File: src/rtl/maze_mem_arbiter.sv
// Round-robin arbiter/sequencer for two requesters sharing the single-port maze bit memory.
// Define MAZE_ARB_STATS_EN to add the saturating per-requester grant counters gnt_cnt0/gnt_cnt1.
module maze_mem_arbiter #(
  parameter int unsigned COORD_W = 4,
  parameter int unsigned RD_LAT  = 1
) (
  input  logic               clk,
  input  logic               rst_n,
  input  logic               r0_req,
  input  logic               r0_wr,
  input  logic [COORD_W-1:0] r0_x,
  input  logic [COORD_W-1:0] r0_y,
  input  logic               r0_din,
  output logic               r0_ack,
  output logic               r0_dout,
  input  logic               r1_req,
  input  logic               r1_wr,
  input  logic [COORD_W-1:0] r1_x,
  input  logic [COORD_W-1:0] r1_y,
  input  logic               r1_din,
  output logic               r1_ack,
  output logic               r1_dout,
  output logic [COORD_W-1:0] mem_x,
  output logic [COORD_W-1:0] mem_y,
  output logic               mem_din,
  output logic               mem_rd,
  output logic               mem_wr,
  input  logic               mem_dout,
  output logic               busy
`ifdef MAZE_ARB_STATS_EN
  ,
  output logic [15:0]        gnt_cnt0,
  output logic [15:0]        gnt_cnt1
`endif
);

  localparam int unsigned CNT_W = $clog2(RD_LAT + 1);

  typedef enum logic [1:0] {
    S_IDLE  = 2'd0,
    S_ISSUE = 2'd1,
    S_WAIT  = 2'd2,
    S_DONE  = 2'd3
  } state_t;

  state_t             r_state;
  logic               r_ptr;
  logic               r_gnt;
  logic               r_wr;
  logic               r_busy;
  logic               r_ack0;
  logic               r_ack1;
  logic               r_rdata;
  logic               r_mem_din;
  logic               r_mem_rd;
  logic               r_mem_wr;
  logic [COORD_W-1:0] r_mem_x;
  logic [COORD_W-1:0] r_mem_y;
  logic [CNT_W-1:0]   r_cnt;

  logic               w_any;
  logic               w_gnt;
  logic               w_wr;
  logic               w_din;
  logic [COORD_W-1:0] w_x;
  logic [COORD_W-1:0] w_y;

  // Winner: a lone requester wins outright, a tie goes to the pointer.
  assign w_any = r0_req | r1_req;
  assign w_gnt = (r0_req & r1_req) ? r_ptr : r1_req;
  assign w_wr  = w_gnt ? r1_wr  : r0_wr;
  assign w_din = w_gnt ? r1_din : r0_din;
  assign w_x   = w_gnt ? r1_x   : r0_x;
  assign w_y   = w_gnt ? r1_y   : r0_y;

  // Sequencer: the memory strobes are loaded on the grant edge so they appear during ISSUE.
  always_ff @(posedge clk or negedge rst_n) begin
    if (!rst_n) begin
      r_state   <= S_IDLE;
      r_ptr     <= 1'b0;
      r_gnt     <= 1'b0;
      r_wr      <= 1'b0;
      r_busy    <= 1'b0;
      r_ack0    <= 1'b0;
      r_ack1    <= 1'b0;
      r_rdata   <= 1'b0;
      r_mem_din <= 1'b0;
      r_mem_rd  <= 1'b0;
      r_mem_wr  <= 1'b0;
      r_mem_x   <= '0;
      r_mem_y   <= '0;
      r_cnt     <= '0;
    end else begin
      r_mem_rd <= 1'b0;
      r_mem_wr <= 1'b0;
      r_ack0   <= 1'b0;
      r_ack1   <= 1'b0;
      case (r_state)
        S_IDLE: begin
          if (w_any) begin
            r_gnt     <= w_gnt;
            r_ptr     <= ~w_gnt;
            r_wr      <= w_wr;
            r_mem_x   <= w_x;
            r_mem_y   <= w_y;
            r_mem_din <= w_din;
            r_mem_wr  <= w_wr;
            r_mem_rd  <= ~w_wr;
            r_busy    <= 1'b1;
            r_state   <= S_ISSUE;
          end
        end
        S_ISSUE: begin
          if (r_wr) begin
            r_rdata <= 1'b0;
            r_ack0  <= ~r_gnt;
            r_ack1  <= r_gnt;
            r_state <= S_DONE;
          end else begin
            r_cnt   <= CNT_W'(RD_LAT);
            r_state <= S_WAIT;
          end
        end
        S_WAIT: begin
          if (r_cnt == CNT_W'(1)) begin
            r_rdata <= mem_dout;
            r_ack0  <= ~r_gnt;
            r_ack1  <= r_gnt;
            r_state <= S_DONE;
          end else begin
            r_cnt <= r_cnt - CNT_W'(1);
          end
        end
        S_DONE: begin
          r_busy  <= 1'b0;
          r_state <= S_IDLE;
        end
        default: begin
          r_busy  <= 1'b0;
          r_state <= S_IDLE;
        end
      endcase
    end
  end

  assign r0_ack  = r_ack0;
  assign r1_ack  = r_ack1;
  assign r0_dout = r_ack0 & r_rdata;
  assign r1_dout = r_ack1 & r_rdata;
  assign mem_x   = r_mem_x;
  assign mem_y   = r_mem_y;
  assign mem_din = r_mem_din;
  assign mem_rd  = r_mem_rd;
  assign mem_wr  = r_mem_wr;
  assign busy    = r_busy;

`ifdef MAZE_ARB_STATS_EN
  logic [15:0] r_gnt_cnt0;
  logic [15:0] r_gnt_cnt1;

  // Completed-access counters, bumped on the DONE cycle and held at all-ones.
  always_ff @(posedge clk or negedge rst_n) begin
    if (!rst_n) begin
      r_gnt_cnt0 <= '0;
      r_gnt_cnt1 <= '0;
    end else if (r_state == S_DONE) begin
      if (!r_gnt && (r_gnt_cnt0 != 16'hFFFF)) r_gnt_cnt0 <= r_gnt_cnt0 + 16'd1;
      if (r_gnt && (r_gnt_cnt1 != 16'hFFFF))  r_gnt_cnt1 <= r_gnt_cnt1 + 16'd1;
    end
  end

  assign gnt_cnt0 = r_gnt_cnt0;
  assign gnt_cnt1 = r_gnt_cnt1;
`endif

endmodule
File: config.mk
export PLATFORM = sky130hd
export DESIGN_NAME = maze_mem_arbiter
export DESIGN_NICKNAME = d
export VERILOG_FILES = /design/src/rtl/maze_mem_arbiter.sv
export SDC_FILE = /design/constraint.sdc
export NUM_CORES = 1
export LEC_CHECK = 0
export CORE_UTILIZATION = 30
export DETAILED_ROUTE_END_ITERATION = 6
export DONT_BUFFER_PORTS = 1
export PLACE_DENSITY = 0.47
export SLEW_MARGIN = 40
export SYNTH_ARGS = -nofsm -noshare
export SYNTH_HDL_FRONTEND = slang
export SYNTH_SLANG_ARGS = --single-unit
File: constraint.sdc
create_clock -name clk -period 3.85 [get_ports clk]
set_input_delay 0.77 -clock clk [delete_from_list [all_inputs] [get_ports clk]]
set_output_delay 0.77 -clock clk [all_outputs]
set_load 0.05 [all_outputs]
==> run_results.csv, run 1 <==
group,metric,value,unit
worst_setup_path,critPathBufInv,0,
routing,routedWlPerCell,14.8,um
power_and_ir_drop,p_leak,0.470,nW
routing,drt_pass1_iterations,4,
sta,slew_viol_final,0,
synthesis,netlist-cell-type-count,27,
synthesis,synth_cells,88,
clocking,insertion_delay,0.30,ns
sta,worst_pin_slew,0.677,ns
sta,fin_skew,0.00653,ns
place,place_congestion,0.701,
place,dpl_cell_area,1050,sq um
worst_setup_path,path_cells,"and2_1",
routing,vias_per_cell,5.22,
synthesis,syn_area,1020,sq um
place,dp_slack,1.97,ns
global_routing,grt.total_usage,12.1,%
synthesis,synth_seq_cells,21,
routing,route.detailed.drc,0,
routing,drtIter0Drc,74,
power_and_ir_drop,p_per_area,972,nW/um^2
global_routing,first_global_vias,642,
floorplanning,die_h,60.2,um
sta,min_period_over_period,58.1,%
clocking,clock_sinks,21,
place,dp_hpwl,1.44,mm
sta,hold_violations,0,
worst_setup_path,slowest_delay,0.65,ns
clocking,cts.root.buffer_cell,"clkbuf_4",
synthesis,synth_top_area_share,51.7,%
clocking,path_clk_slew,0.12,ns
synthesis,synth_area_leaders,"dfrtp_1, a221o_1, ha_1",
status,status,"completed",
worst_setup_path,cp.required,3.08,ns
floorplanning,coreArea,3130,sq um
floorplanning,start_util,32.5,%
cells_and_area,area_growth,5.91,%
synthesis,synth_nets,117,
synthesis,synth_top_area_cell,"dfrtp_1",
cells_and_area,drive_gt1_share,16.7,%
cells_and_area,antenna_cells,0,
floorplanning,io_pins,41,
floorplanning,die_area,3620,sq um
synthesis,synth-warning-count,0,
cells_and_area,stdcell_area,1080,sq um
sta,rsz0062_at_grt,"false",
clocking,clk_path_buf_depth,2,
power_and_ir_drop,finalPower,1.05,mW
sta,setup_slack,1.61,ns
sta,fin_crit,2.24,ns
worst_setup_path,crit_slowest_cell,"dfrtp_1",
worst_setup_path,path_max_fanout,2,
sta,fmax,447,MHz
routing,wirelength,1.98,mm
routing,antenna_left,0,
floorplanning,rows,20,
synthesis,avgSynthCellArea,11.5,sq um
worst_setup_path,critPathKind,"flop to output port",
global_routing,antenna_found_initial,0,
sta,setup_viol_count_final,0,
min_path,hold_path.class,"primary input to asynchronous set/reset pin",
power_and_ir_drop,vdd.ir_drop.worst,0.000425,V
routing,vias,699,
floorplanning,die_w,60.2,um
global_routing,grt_pass1_wl,3.15,mm
place,portBuffers,0,
sta,slew-limit-headroom,54.6,%
sta,hold_ws,0.143,ns
worst_setup_path,critical_path.top_delay_family,"flip-flops",
worst_setup_path,cp-start-kind,"flop",
clocking,cts_made_buffers,3,
worst_setup_path,worst_setup_path_end_kind,"output port",
clocking,ctsHoldBuffers,0,
clocking,cts_resized,0,
cells_and_area,nets,120,
clocking,cts.htree.levels,1,
clocking,cts_setup_buffers,0,
job,drv_cap,0,
global_routing,overflow,0,
worst_setup_path,crit_arrival,1.47,ns
clocking,cts_tree,"built",
sta,fin_setup_tns,0,ns
synthesis,ys_seq_area_share,51.7,%
global_routing,grt_start_max_net_pins,22,
[cells in the final DEF (no fill, tap or decap), types with 2 or more instances in the layout]
cell type | synthesis | final
o21ai_0 | 3 | 3
ha_1 | 4 | 4
o22a_1 | 2 | 2
nor2b_1 | 4 | 4
o21a_1 | 2 | 2
a221o_1 | 9 | 9
clkbuf_4 | 0 | 3
inv_1 | 2 | 2
nand2b_1 | 2 | 2
and2_2 | 5 | 5
nor2_1 | 6 | 6
nand2_1 | 4 | 4
and2_1 | 6 | 6
a21o_2 | 2 | 2
mux2_2 | 2 | 2
dfrtp_1 | 21 | 21
a31oi_1 | 2 | 2
[cells in the mapped netlist, drive strengths merged]
| cell | count |
|---|---|
| dfrtp | 21 |
| and2 | 11 |
| a221o | 9 |
| nor2 | 6 |
| ha | 4 |
| nand2 | 4 |
| nor2b | 4 |
| o21ai | 4 |
| a21o | 3 |
| a21oi | 2 |
| a31oi | 2 |
| and3 | 2 |
| buf | 2 |
| inv | 2 |
| mux2 | 2 |
| nand2b | 2 |
| o21a | 2 |
| o22a | 2 |
| a21boi | 1 |
| nand3 | 1 |
| nand4 | 1 |
| o211ai | 1 |
[final cells by class]
class / instances / area, sq um
Clock buffer: 3 / 22.5
Clock inverter: 1 / 5.00
Fill cell: 325 / 2050
Inverter: 2 / 7.51
Multi-Input combinational cell: 63 / 460
Sequential cell: 21 / 526
Tap cell: 44 / 55.1
[cell families (layout without fill, tap and decap cells)]
| logic type | after synthesis | in the layout | synth area share [%] |
|---|---|---|---|
| buffers and inverters | 4 | 6 | 2.96 |
| adders and majority gates | 4 | 4 | 4.93 |
| muxes | 2 | 2 | 2.22 |
| AOI/OAI and AO/OA | 26 | 26 | 20.6 |
| DFF | 21 | 21 | 51.7 |
| and+or+nand+nor | 31 | 31 | 17.6 |
[final timing paths]
kind | start | to | slack (ns) | depth (start not counted)
worst min register to register | r_gnt$_DFFE_PN0P_ | r0_ack$_DFF_PN0_ | 0.46 | 1
max in group asynchronous | rst_n | mem_x[3]$_DFFE_PN0P_ | 3.63 | 0
worst min-delay path | rst_n | r_rdata$_DFFE_PN0P_ | 0.14 | 0
worst max-delay path | r1_ack$_DFF_PN0_ | r1_dout | 1.61 | 1
min in group clk | r_gnt$_DFFE_PN0P_ | r0_ack$_DFF_PN0_ | 0.46 | 1
worst max register to register | r_state[0]$_DFFE_PN0P_ | mem_din$_DFFE_PN0P_ | 2.01 | 5
[stage by stage]
| stage | util (%) | instances |
|---|---|---|
| after floorplan | - | 88 |
| after global placement | 33.5 | 130 |
| after detailed placement | 33.5 | 130 |
| after CTS | 34.4 | 134 |
| after global routing | 34.4 | 134 |
| final | 34.4 | 134 |
[power by group]
group          internal (mW)  leakage, nW  switching [mW]
combinational          0.170        0.194           0.157
clock                 0.0387       0.0177          0.0650
sequential             0.314        0.258           0.301
total                  0.522        0.470           0.523
[routing by layer]
layer,vias up,wire (um),global-route usage [%]
met4,0,18,3.99
met1,349,919,16.6
met5,-,0,0
met3,2,117,4.11
met2,23,927,17.7
li1,325,-,-
No activity file was read; power rests on OpenSTA's default activity.
==> run 2, diff against run 1 <==
- PLACE_DENSITY: 0.47 -> 0.48
- clock period: 3.85 -> 1.95 ns (I/O delays scaled with it)
==> run 2 against run 1 <==
Compared with the run above: clock power is 110% higher; via count is 2.7% higher; final cell count is 2.2% higher; routed wire length is 6.0% higher; worst setup slack worse by 1.5 ns; non-clock buffer count is 3 higher; clock skew is 0.0018 ns higher; critical endpoint is now mem_y[0]$_DFFE_PN0P_; largest cell class unchanged.
==> run_results.csv, run 2 (same netlist as run 1, synthesis figures left out) <==
group,metric,value,unit
sta,slew-limit-headroom,56.8,%
sta,worst_pin_slew,0.644,ns
clocking,cts_resized,0,
global_routing,antenna_found_initial,0,
worst_setup_path,cp.required,2.14,ns
place,portBuffers,0,
cells_and_area,area_growth,7.88,%
status,status,"completed",
sta,rsz0062_at_grt,"false",
floorplanning,die_h,60.2,um
sta,slew_viol_final,0,
sta,fmax,559,MHz
routing,wirelength,2.10,mm
job,drv_cap,0,
global_routing,overflow,0,
sta,setup_viol_count_final,0,
power_and_ir_drop,vdd.ir_drop.worst,0.000739,V
sta,fin_crit,1.79,ns
floorplanning,coreArea,3130,sq um
place,place_congestion,0.733,
routing,drt_pass1_iterations,4,
global_routing,grt.total_usage,12.2,%
clocking,ctsHoldBuffers,1,
global_routing,grt_pass1_wl,3.24,mm
clocking,cts.htree.levels,1,
floorplanning,start_util,32.5,%
clocking,path_clk_slew,0.13,ns
clocking,clk_path_buf_depth,2,
floorplanning,die_w,60.2,um
clocking,cts_setup_buffers,0,
sta,fin_setup_tns,0,ns
power_and_ir_drop,p_leak,0.484,nW
power_and_ir_drop,finalPower,2.11,mW
routing,vias,718,
cells_and_area,drive_gt1_share,19.4,%
power_and_ir_drop,p_per_area,1930,nW/um^2
clocking,cts.root.buffer_cell,"clkbuf_4",
worst_setup_path,crit_arrival,1.98,ns
routing,antenna_left,0,
clocking,cts_tree,"built",
clocking,cts_made_buffers,3,
global_routing,first_global_vias,669,
cells_and_area,nets,123,
place,dp_hpwl,1.50,mm
worst_setup_path,path_max_fanout,11,
worst_setup_path,cp-start-kind,"flop",
min_path,hold_path.class,"primary input to asynchronous set/reset pin",
floorplanning,io_pins,41,
worst_setup_path,worst_setup_path_end_kind,"flop",
cells_and_area,multi_input_area,460,sq um
clocking,insertion_delay,0.30,ns
clocking,clock_sinks,21,
cells_and_area,final_common_cell,"dfrtp_1",
sta,hold_violations,0,
sta,fin_skew,0.00828,ns
cells_and_area,seqCellArea,526,sq um
routing,routedWlPerCell,15.3,um
worst_setup_path,critPathKind,"flop to flop",
routing,route.detailed.drc,0,
routing,drtIter0Drc,21,
floorplanning,rows,20,
sta,hold_ws,0.0213,ns
sta,min_period_over_period,91.8,%
cells_and_area,antenna_cells,0,
routing,vias_per_cell,5.24,
cells_and_area,nFillCells,316,
global_routing,grt_start_max_net_pins,22,
floorplanning,die_area,3620,sq um
cells_and_area,mostFrequentLayoutCells,"dfrtp_1, a221o_1, and2_1, nor2_1, and2_2",
## run 2: path summary, 6_finish.rpt
| kind | startpoint | end | slack, ns | cells past startpoint |
|---|---|---|---|---|
| min in group clk | r0_y[3] | mem_y[3]$_DFFE_PN0P_ | 0.22 | 1 |
| worst min register to register | r_gnt$_DFFE_PN0P_ | r0_ack$_DFF_PN0_ | 0.48 | 1 |
| worst max-delay path | r_state[0]$_DFFE_PN0P_ | mem_y[0]$_DFFE_PN0P_ | 0.16 | 5 |
| worst max register to register | r_state[0]$_DFFE_PN0P_ | mem_y[0]$_DFFE_PN0P_ | 0.16 | 5 |
| worst min-delay path | rst_n | mem_rd$_DFF_PN0_ | 0.02 | 1 |
| max in group asynchronous | rst_n | mem_y[0]$_DFFE_PN0P_ | 1.59 | 1 |
## run 2: per-stage QoR
step / instances / worst slack [ns] / util (%) / instance area [sq um]
6_report: 137 / 0.160 / 35.0 / 1100
2_1_floorplan: 88 / 0.435 / - / 1020
5_1_grt: 137 / 0.0371 / 35.0 / 1100
3_3_place_gp: 132 / 0.295 / 34.0 / 1060
3_5_place_dp: 132 / 0.204 / 34.0 / 1060
4_1_cts: 137 / 0.172 / 35.2 / 1100
## run 2: cell type report
cell class                 count  area share (%)
sequential                    21            47.9
multi-input combinational     63            42.0
tap                           44            5.02
clock buffer                   3            2.05
timing repair buffer           3            1.83
inverter                       2           0.685
clock inverter                 1           0.457
## run 2: critical path: stages, from the launching register on
cell	delay, ns
dfrtp_1	0.46
inv_1	0.11
ha_1	0.28
o21ai_1	0.28
and2_2	0.29
a221o_1	0.26
## run 2: power by group
part | internal, mW | switching, mW | leakage (nW)
Sequential | 0.620 | 0.533 | 0.258
Clock | 0.0764 | 0.137 | 0.0177
Combinational | 0.359 | 0.388 | 0.208
## run 2: per-layer routing
metal	track usage (%)	vias up	wire [um]	part of all wire (%)
met2	18.2	23	954	45
met3	5.19	2	134	6.4
met4	1.99	0	8	0.38
met5	0	-	0	0
met1	16.7	361	1000	48
li1	-	332	-	-
